**config.mk**
```make
export PLATFORM = sky130hd
export DESIGN_NAME = hilo_div
export DESIGN_NICKNAME = d
export VERILOG_FILES = /design/src/rtl/hilo_div.sv
export SDC_FILE = /design/constraint.sdc
export NUM_CORES = 1
export LEC_CHECK = 0
export ABC_AREA = 1
export BUFFER_PORTS_ARGS = -buffer_cell sky130_fd_sc_hd__clkbuf_2
export CELL_PAD_IN_SITES_DETAIL_PLACEMENT = 0
export CELL_PAD_IN_SITES_GLOBAL_PLACEMENT = 2
export CORE_MARGIN = 2
export CORE_UTILIZATION = 31
export CTS_BUF_LIST = sky130_fd_sc_hd__clkbuf_4
export DETAILED_ROUTE_END_ITERATION = 12
export HOLD_SLACK_MARGIN = 0.1
export PLACE_DENSITY = 0.84
export SETUP_SLACK_MARGIN = 0.02
export SLEW_MARGIN = 30
export SYNTH_ARGS = -nofsm -noshare
export SYNTH_HDL_FRONTEND = slang
export SYNTH_SLANG_ARGS = --single-unit
```
**constraint.sdc**
```tcl
create_clock -name clk -period 1.96 [get_ports clk]
set_clock_uncertainty 0.15 [all_clocks]
set_input_delay 0 -clock clk [delete_from_list [all_inputs] [get_ports clk]]
set_output_delay 0 -clock clk [all_outputs]
set_load 0.02 [all_outputs]
```
**src/rtl/hilo_div.sv**
```systemverilog
// Multi-cycle radix-2 restoring divider for DIV/DIVU in the EX stage.
// Stalls the pipeline while iterating and returns {remainder, quotient} for HI/LO.
module hilo_div #(
   parameter int unsigned WIDTH        = 32,
   parameter logic [4:0]  DIV_CONTROL  = 5'b11010,
   parameter logic [4:0]  DIVU_CONTROL = 5'b11011
) (
   input  logic               clk,
   input  logic               resetn,
   input  logic [4:0]         alucontrol,
   input  logic               start,
   input  logic               flush,
   input  logic [WIDTH-1:0]   a,
   input  logic [WIDTH-1:0]   b,
   output logic               div_stall,
   output logic               ready,
   output logic [2*WIDTH-1:0] result
);

   localparam int unsigned   CW        = (WIDTH > 1) ? $clog2(WIDTH) : 1;
   localparam logic [CW-1:0] LAST_STEP = CW'(WIDTH - 1);

   localparam logic [1:0] S_IDLE = 2'd0;
   localparam logic [1:0] S_BUSY = 2'd1;
   localparam logic [1:0] S_DONE = 2'd2;

   logic [1:0]         state_q,    state_d;
   logic [CW-1:0]      cnt_q,      cnt_d;
   logic               signed_q,   signed_d;
   logic               qsign_q,    qsign_d;
   logic               rsign_q,    rsign_d;
   logic               dz_q,       dz_d;
   logic [WIDTH-1:0]   divisor_q,  divisor_d;
   logic [WIDTH-1:0]   rem_q,      rem_d;
   logic [WIDTH-1:0]   quo_q,      quo_d;
   logic [WIDTH-1:0]   dividend_q, dividend_d;
   logic [2*WIDTH-1:0] result_q,   result_d;

   logic               is_div;
   logic               is_signed;
   logic               accept;
   logic               a_neg;
   logic               b_neg;
   logic [WIDTH-1:0]   a_abs;
   logic [WIDTH-1:0]   b_abs;
   logic [WIDTH:0]     r_shift;
   logic [WIDTH:0]     r_diff;
   logic               r_fits;
   logic [WIDTH-1:0]   quo_fix;
   logic [WIDTH-1:0]   rem_fix;
   logic [2*WIDTH-1:0] final_result;

   // Operand decode and magnitude conversion for the accept cycle.
   always_comb begin
      is_div    = (alucontrol == DIV_CONTROL) || (alucontrol == DIVU_CONTROL);
      is_signed = (alucontrol == DIV_CONTROL);
      accept    = (state_q == S_IDLE) && start && is_div && !flush;
      a_neg     = is_signed && a[WIDTH-1];
      b_neg     = is_signed && b[WIDTH-1];
      a_abs     = a_neg ? (~a + 1'b1) : a;
      b_abs     = b_neg ? (~b + 1'b1) : b;
   end

   // The shifted remainder needs one extra bit so the compare never overflows.
   always_comb begin
      r_shift = {rem_q, quo_q[WIDTH-1]};
      r_diff  = r_shift - {1'b0, divisor_q};
      r_fits  = (r_shift >= {1'b0, divisor_q});
   end

   // Divide-by-zero overrides the iteration result with {dividend, all ones}.
   always_comb begin
      quo_fix      = (signed_q && qsign_q) ? (~quo_q + 1'b1) : quo_q;
      rem_fix      = (signed_q && rsign_q) ? (~rem_q + 1'b1) : rem_q;
      final_result = dz_q ? {dividend_q, {WIDTH{1'b1}}} : {rem_fix, quo_fix};
   end

   always_comb begin
      state_d    = state_q;
      cnt_d      = cnt_q;
      signed_d   = signed_q;
      qsign_d    = qsign_q;
      rsign_d    = rsign_q;
      dz_d       = dz_q;
      divisor_d  = divisor_q;
      rem_d      = rem_q;
      quo_d      = quo_q;
      dividend_d = dividend_q;
      result_d   = result_q;

      case (state_q)
         S_IDLE: begin
            if (accept) begin
               state_d    = S_BUSY;
               cnt_d      = '0;
               signed_d   = is_signed;
               qsign_d    = a_neg ^ b_neg;
               rsign_d    = a_neg;
               dz_d       = (b == '0);
               divisor_d  = b_abs;
               rem_d      = '0;
               quo_d      = a_abs;
               dividend_d = a;
            end
         end
         S_BUSY: begin
            if (flush) begin
               state_d = S_IDLE;
            end else begin
               rem_d = r_fits ? r_diff[WIDTH-1:0] : r_shift[WIDTH-1:0];
               quo_d = {quo_q[WIDTH-2:0], r_fits};
               cnt_d = cnt_q + CW'(1);
               if (cnt_q == LAST_STEP) begin
                  state_d = S_DONE;
               end
            end
         end
         S_DONE: begin
            state_d = S_IDLE;
            if (!flush) begin
               result_d = final_result;
            end
         end
         default: begin
            state_d = S_IDLE;
         end
      endcase
   end

   always_ff @(posedge clk or negedge resetn) begin
      if (!resetn) begin
         state_q    <= S_IDLE;
         cnt_q      <= '0;
         signed_q   <= 1'b0;
         qsign_q    <= 1'b0;
         rsign_q    <= 1'b0;
         dz_q       <= 1'b0;
         divisor_q  <= '0;
         rem_q      <= '0;
         quo_q      <= '0;
         dividend_q <= '0;
         result_q   <= '0;
      end else begin
         state_q    <= state_d;
         cnt_q      <= cnt_d;
         signed_q   <= signed_d;
         qsign_q    <= qsign_d;
         rsign_q    <= rsign_d;
         dz_q       <= dz_d;
         divisor_q  <= divisor_d;
         rem_q      <= rem_d;
         quo_q      <= quo_d;
         dividend_q <= dividend_d;
         result_q   <= result_d;
      end
   end

   // Result is presented during DONE itself so HI/LO can be written while the pipe advances.
   always_comb begin
      ready     = (state_q == S_DONE) && !flush;
      result    = ready ? final_result : result_q;
      div_stall = accept || (state_q == S_BUSY);
   end

endmodule

```
Yosys cells after proc, flatten, opt, wreduce, memory -nomap -nowiden
Cells that the tools add are included.

Register bits after elaboration: 203. Bits of input ports: 73. Output and inout port bits: 66. Word-level logic and storage cells: 70.

$add $sub $neg: 6. Order comparisons: 1. Eq/ne operators: 8. Multiplexer cells: 20. Bitwise gates (word level): 6. Reductions and logical operators: 18.

Operator list (count): 32-bit 2-to-1 mux (9); 32-bit by 1-bit adder with 32-bit output (second input constant) (4); 64-bit 2-to-1 mux (2); 32-bit inverter (4); 32-bit case mux with 2 select lines (2); 33-bit by 32-bit greater-or-equal comparator with 1-bit output (1); 32-bit zero test (1); 32-bit subtractor (1); 5-bit == test (second input constant) (3); 5-bit 2-to-1 mux (2); 5-bit case mux with 2 select lines (1); 1-bit logical AND (8); 2-bit 2-to-1 mux (3); 2-bit AND reduction (3); 5-bit by 1-bit adder with 5-bit output (second input constant) (1); 2-bit != test (second input constant) (2); 2-bit case mux with 2 select lines (1); 3-bit != test (second input constant) (1); 3-bit AND reduction (1); 2-bit by 1-bit == test with 1-bit output (second input constant) (1); 2-bit == test (second input constant) (1); 2-bit zero test (1); 1-bit logical OR (2); 2-bit nonzero test (1); other kinds (3) (3).

Longest topological paths before layout
Depth in word-level cells: 6. Mapped depth: 17.

Worst setup path after synthesis
OpenSTA, ideal clock, no wires.

Path type: reg2reg. Start point: register rem_q[0]. End point: register result_q[48]. Setup time: 0.186 ns. Data arrival time: 1.986 ns. Slack: -0.362 ns. Stages on the path, launching flop included: 11. Buffers on the path: 0. Period minus slack after synthesis: 2.322 ns. Cell sequence: dfrtp_1 > inv_1 > ha_1 > nand3_1 > nor2_4 > nand2_2 > nor2_2 > a21oi_1 > xor2_1 > nor2_1 > o21ai_0.

Longest elaborated chain between the ends: 4.

RTL lines: from (decl) (RTL line 34) `logic [WIDTH-1:0] rem_q, rem_d;`; from (signal assigned) (RTL line 151) `rem_q <= rem_d;`; 32-bit inverter (RTL line 74) `rem_fix = (signed_q && rsign_q) ? (~rem_q + 1'b1) : rem_q;`; 32-bit by 1-bit adder with 32-bit output (RTL line 74); 32-bit 2-to-1 mux (RTL line 74); 64-bit 2-to-1 mux (RTL line 75) `final_result = dz_q ? {dividend_q, {WIDTH{1'b1}}} : {rem_fix, quo_fix};`; to (signal assigned) (RTL line 154) `result_q <= result_d;`; to (decl) (RTL line 37) `logic [2*WIDTH-1:0] result_q, result_d;`.

Every way passes these cells. A chain may end at the register's enable or synchronous reset.

Worst setup path in the final report
Start point: register rem_q[3]. End point: output port result[40].

Longest elaborated chain between the ends: 5.

RTL lines: 32-bit inverter (RTL line 74); 32-bit by 1-bit adder with 32-bit output (RTL line 74); 32-bit 2-to-1 mux (RTL line 74); 64-bit 2-to-1 mux (RTL line 75); 64-bit 2-to-1 mux (RTL line 161) `result = ready ? final_result : result_q;`; to (decl) (RTL line 17) `output logic [2*WIDTH-1:0] result`.

Every way passes these cells.

==> metrics.yaml <==
outcome: "finished with violations"
violations: "negative setup slack"
max_stage_delay_ps: 420
fp.dieW_um: 222
r2r_slack_ps: -520
ys_ff_latch: 203
hold-path-endpoint: "quo_q[4]"
cts-root-buf: "clkbuf_4"
grt_pass1_vias: 18000
max-slew-margin-rel_pct: 63.7
yosys-top-cells-area: "dfrtp_1 34%, nand2_1 19%, inv_1 7.4%"
antenna_found_initial: 6
maxCapViolations: 0
synth_edf_count: 0
track_usage_pct: 25.6
syn_inst: 2269
drive_above_1_share_pct: 40.7
fin_crit_sh_pct: 150
cts-htree-levels: 3
crit_type: "reg2out"
drtIter0Drc: 1301
cts_made_buffers: 67
rows: 80
synth_top_cell_area_share_pct: 34.4
grt_pass1_wl_um: 98800
core_um2: 47300
drt-vias-per-instance: 4.96
place_congestion: 0.937
setup_ws_ps: -978
grt_max_degree: 70
startpoint_type: "register"
p_per_area_nw_per_um2: 618
dpl.hpwl_um: 45300
crit_slowest_cell: "dfrtp_2"
r2r-start: "rem_q[7]"
min_from: "a[4]"
reg2reg_to: "rem_q[14]"
r2r.worst_path.cells: 16
yosys_most_used_dff: "dfrtp_1"
ys_top_cells_by_count: "766 x nand2_1, 291 x inv_1, 203 x dfrtp_1"
ys_warn_count: 0
clkSinkCount: 203
drc: 0
met1_length_um: 29700
cp-end-kind: "output pin"
p_leak_nw: 13.4
route.met3.wl_um: 3440
clock_path_buffers: 3
ys_async_sr_fraction_pct: 100
syn2layout_area_growth_pct: 75.0
ant_nets: 0
ir_drop_mv: 0.696
ys_seq_area_share_pct: 34.4
initial_core_util_pct: 31.2
yosysTopAreaCell: "dfrtp_1"
firstDrtPassIters: 5
die_y_um: 222
worst_slew_pin_slew_ps: 539
yosysMostFrequentCell: "nand2_1"
p_total_mw: 16.0
io_buffers: 138
hp-class: "in2reg"
wl_met2_um: 30900
min_delay_path_depth: 5
max_freq_ghz: 0.340
finalHoldViolCount: 0
worst_ep_arrival_time_ps: 2790
clkTransAtPathRegs_ps: 70
rsz0062_at_grt: "yes"
wl_um: 66500
final_net_count: 3159
syn_avg_cell_area_um2: 6.51
syn_nets: 2381
final_max_slew_viol_count: 0
worstPathMaxFanout: 5
clk_latency_ps: 810
period_minus_slack_ps: 2940
whs_ps: 88.4
ys_types: 53
overflow: 0
path_cells: "buf_6, inv_4, nand3_4, nor2_4, buf_6, buf_6, buf_6, a21oi_2, a21oi_1, o21ai_1, o211ai_1, nand2_1, clkbuf_8"
cts_tree: "done"
boundaryPins: 139
die_area_um2: 49400
required_ps: 1810
crit_top_cell: "buf_6"
vias: 18400
wl_per_cell_um: 17.9
syn_area_um2: 14800
routed.top_layer: "met5"
setup_violations: 138
[power by group]
part           internal [mW]  total [mW]  leakage, nW  switching, mW
registers               4.75        5.15         2.59          0.402
logic                   3.03        6.44         10.3           3.41
clock network           2.22        4.40        0.477           2.19
[flip-flops by register name (all words and copies together), names as in the netlist]
signal,count
quo_q,32
state_q,2
rem_q,32
dz_q,1
rsign_q,1
qsign_q,1
signed_q,1
divisor_q,32
dividend_q,32
cnt_q,5
result_q,64
[through the flow]
step | worst slack (ps) | utilization (%) | setup TNS (ps) | cell area [µm²] | instances
floorplan | -55.0 | - | -1640 | 15200 | 2269
CTS | -951 | 49.6 | -72430 | 23500 | 3634
finish | -978 | 54.6 | -69110 | 25900 | 3710
global placement | -379 | 40.0 | -25730 | 18900 | 3274
global route | -1110 | 54.6 | -84320 | 25900 | 3709
detailed placement | -425 | 40.0 | -29130 | 18900 | 3274
[how the worst max path moves through the flow]
stage	slack (ps)	depth (start not counted)	start	to
4_1_cts	-950	12	rem_q[5]	result[55]
3_5_place_dp	-420	13	divisor_q[26]	rem_q[4]
5_1_grt	-1110	13	rem_q[3]	result[48]
6_report	-980	13	rem_q[3]	result[40]
3_3_place_gp	-380	12	rem_q[18]	rem_q[22]
2_1_floorplan	-60	13	rem_q[4]	rem_q[21]
[worst max-delay path, delay by kind of cell (launching register included)]
kind / cells / cell delay [ps]
and+or+nand+nor: 3 / 420
AOI/OAI and AO/OA: 4 / 480
DFF: 1 / 420
buffers and inverters: 6 / 660
[cell usage in the layout, fill, tap and decap left out, drive strengths merged, types with 2 or more instances in the layout]
cell type,synthesis,routed
inv,304,310
nand2,774,778
a2bb2oi,2,2
clkinv,4,16
ha,38,38
nand3,185,185
o211ai,18,18
nor3,33,33
dlymetal6s4s,0,3
clkinvlp,0,3
dfrtp,203,203
clkbuf,43,190
o21ai,168,168
nand3b,21,21
o32a,2,2
bufbuf,0,3
a22oi,3,3
o21a,3,3
diode,0,3
a21o,2,2
a21oi,92,92
nor4,4,4
nor2,209,209
xnor2,16,16
or2,14,14
buf,30,524
o21bai,3,3
and2,4,4
o221ai,3,3
nand4,19,19
o22ai,12,12
o22a,4,4
xor2,49,49
dlygate4sd3,0,151
[layer usage]
layer / up-vias / track usage [%]
li1: 8862 / -
met1: 8840 / 34.8
met2: 557 / 41.1
met3: 153 / 3.85
met4: 2 / 9.76
met5: - / 0
[cell type report]
class	instances	area (µm²)
multi-input combinational	1689	10600
fill	4396	21500
timing repair buffer	778	7330
sequential	203	5100
antenna	3	7.51
inverter	308	1200
tap	615	769
clock inverter	21	116
clock buffer	93	698
[cell families (layout without fill, tap and decap cells)]
family | count (synthesis) | count (layout) | share of synthesized area (%)
fa+ha+maj | 39 | 39 | 3.35
simple gates | 1264 | 1268 | 36.3
other cells | 0 | 3 | 0
xor+xnor | 65 | 65 | 3.85
flops | 203 | 203 | 34.4
compound gates | 317 | 317 | 11.8
buf+inv | 381 | 1200 | 10.3
[what timing repair did]
item                                    4_1_cts  5_1_grt
pin swaps                                    92      203
hold buffers                                157       12
setup buffers                                80       78
cloned                                       12        5
endpoints found under the setup margin      143      200
endpoints found under the hold margin       406       93
gates resized for setup                     358      517
Note: power is estimated with default switching activity, not from simulation.
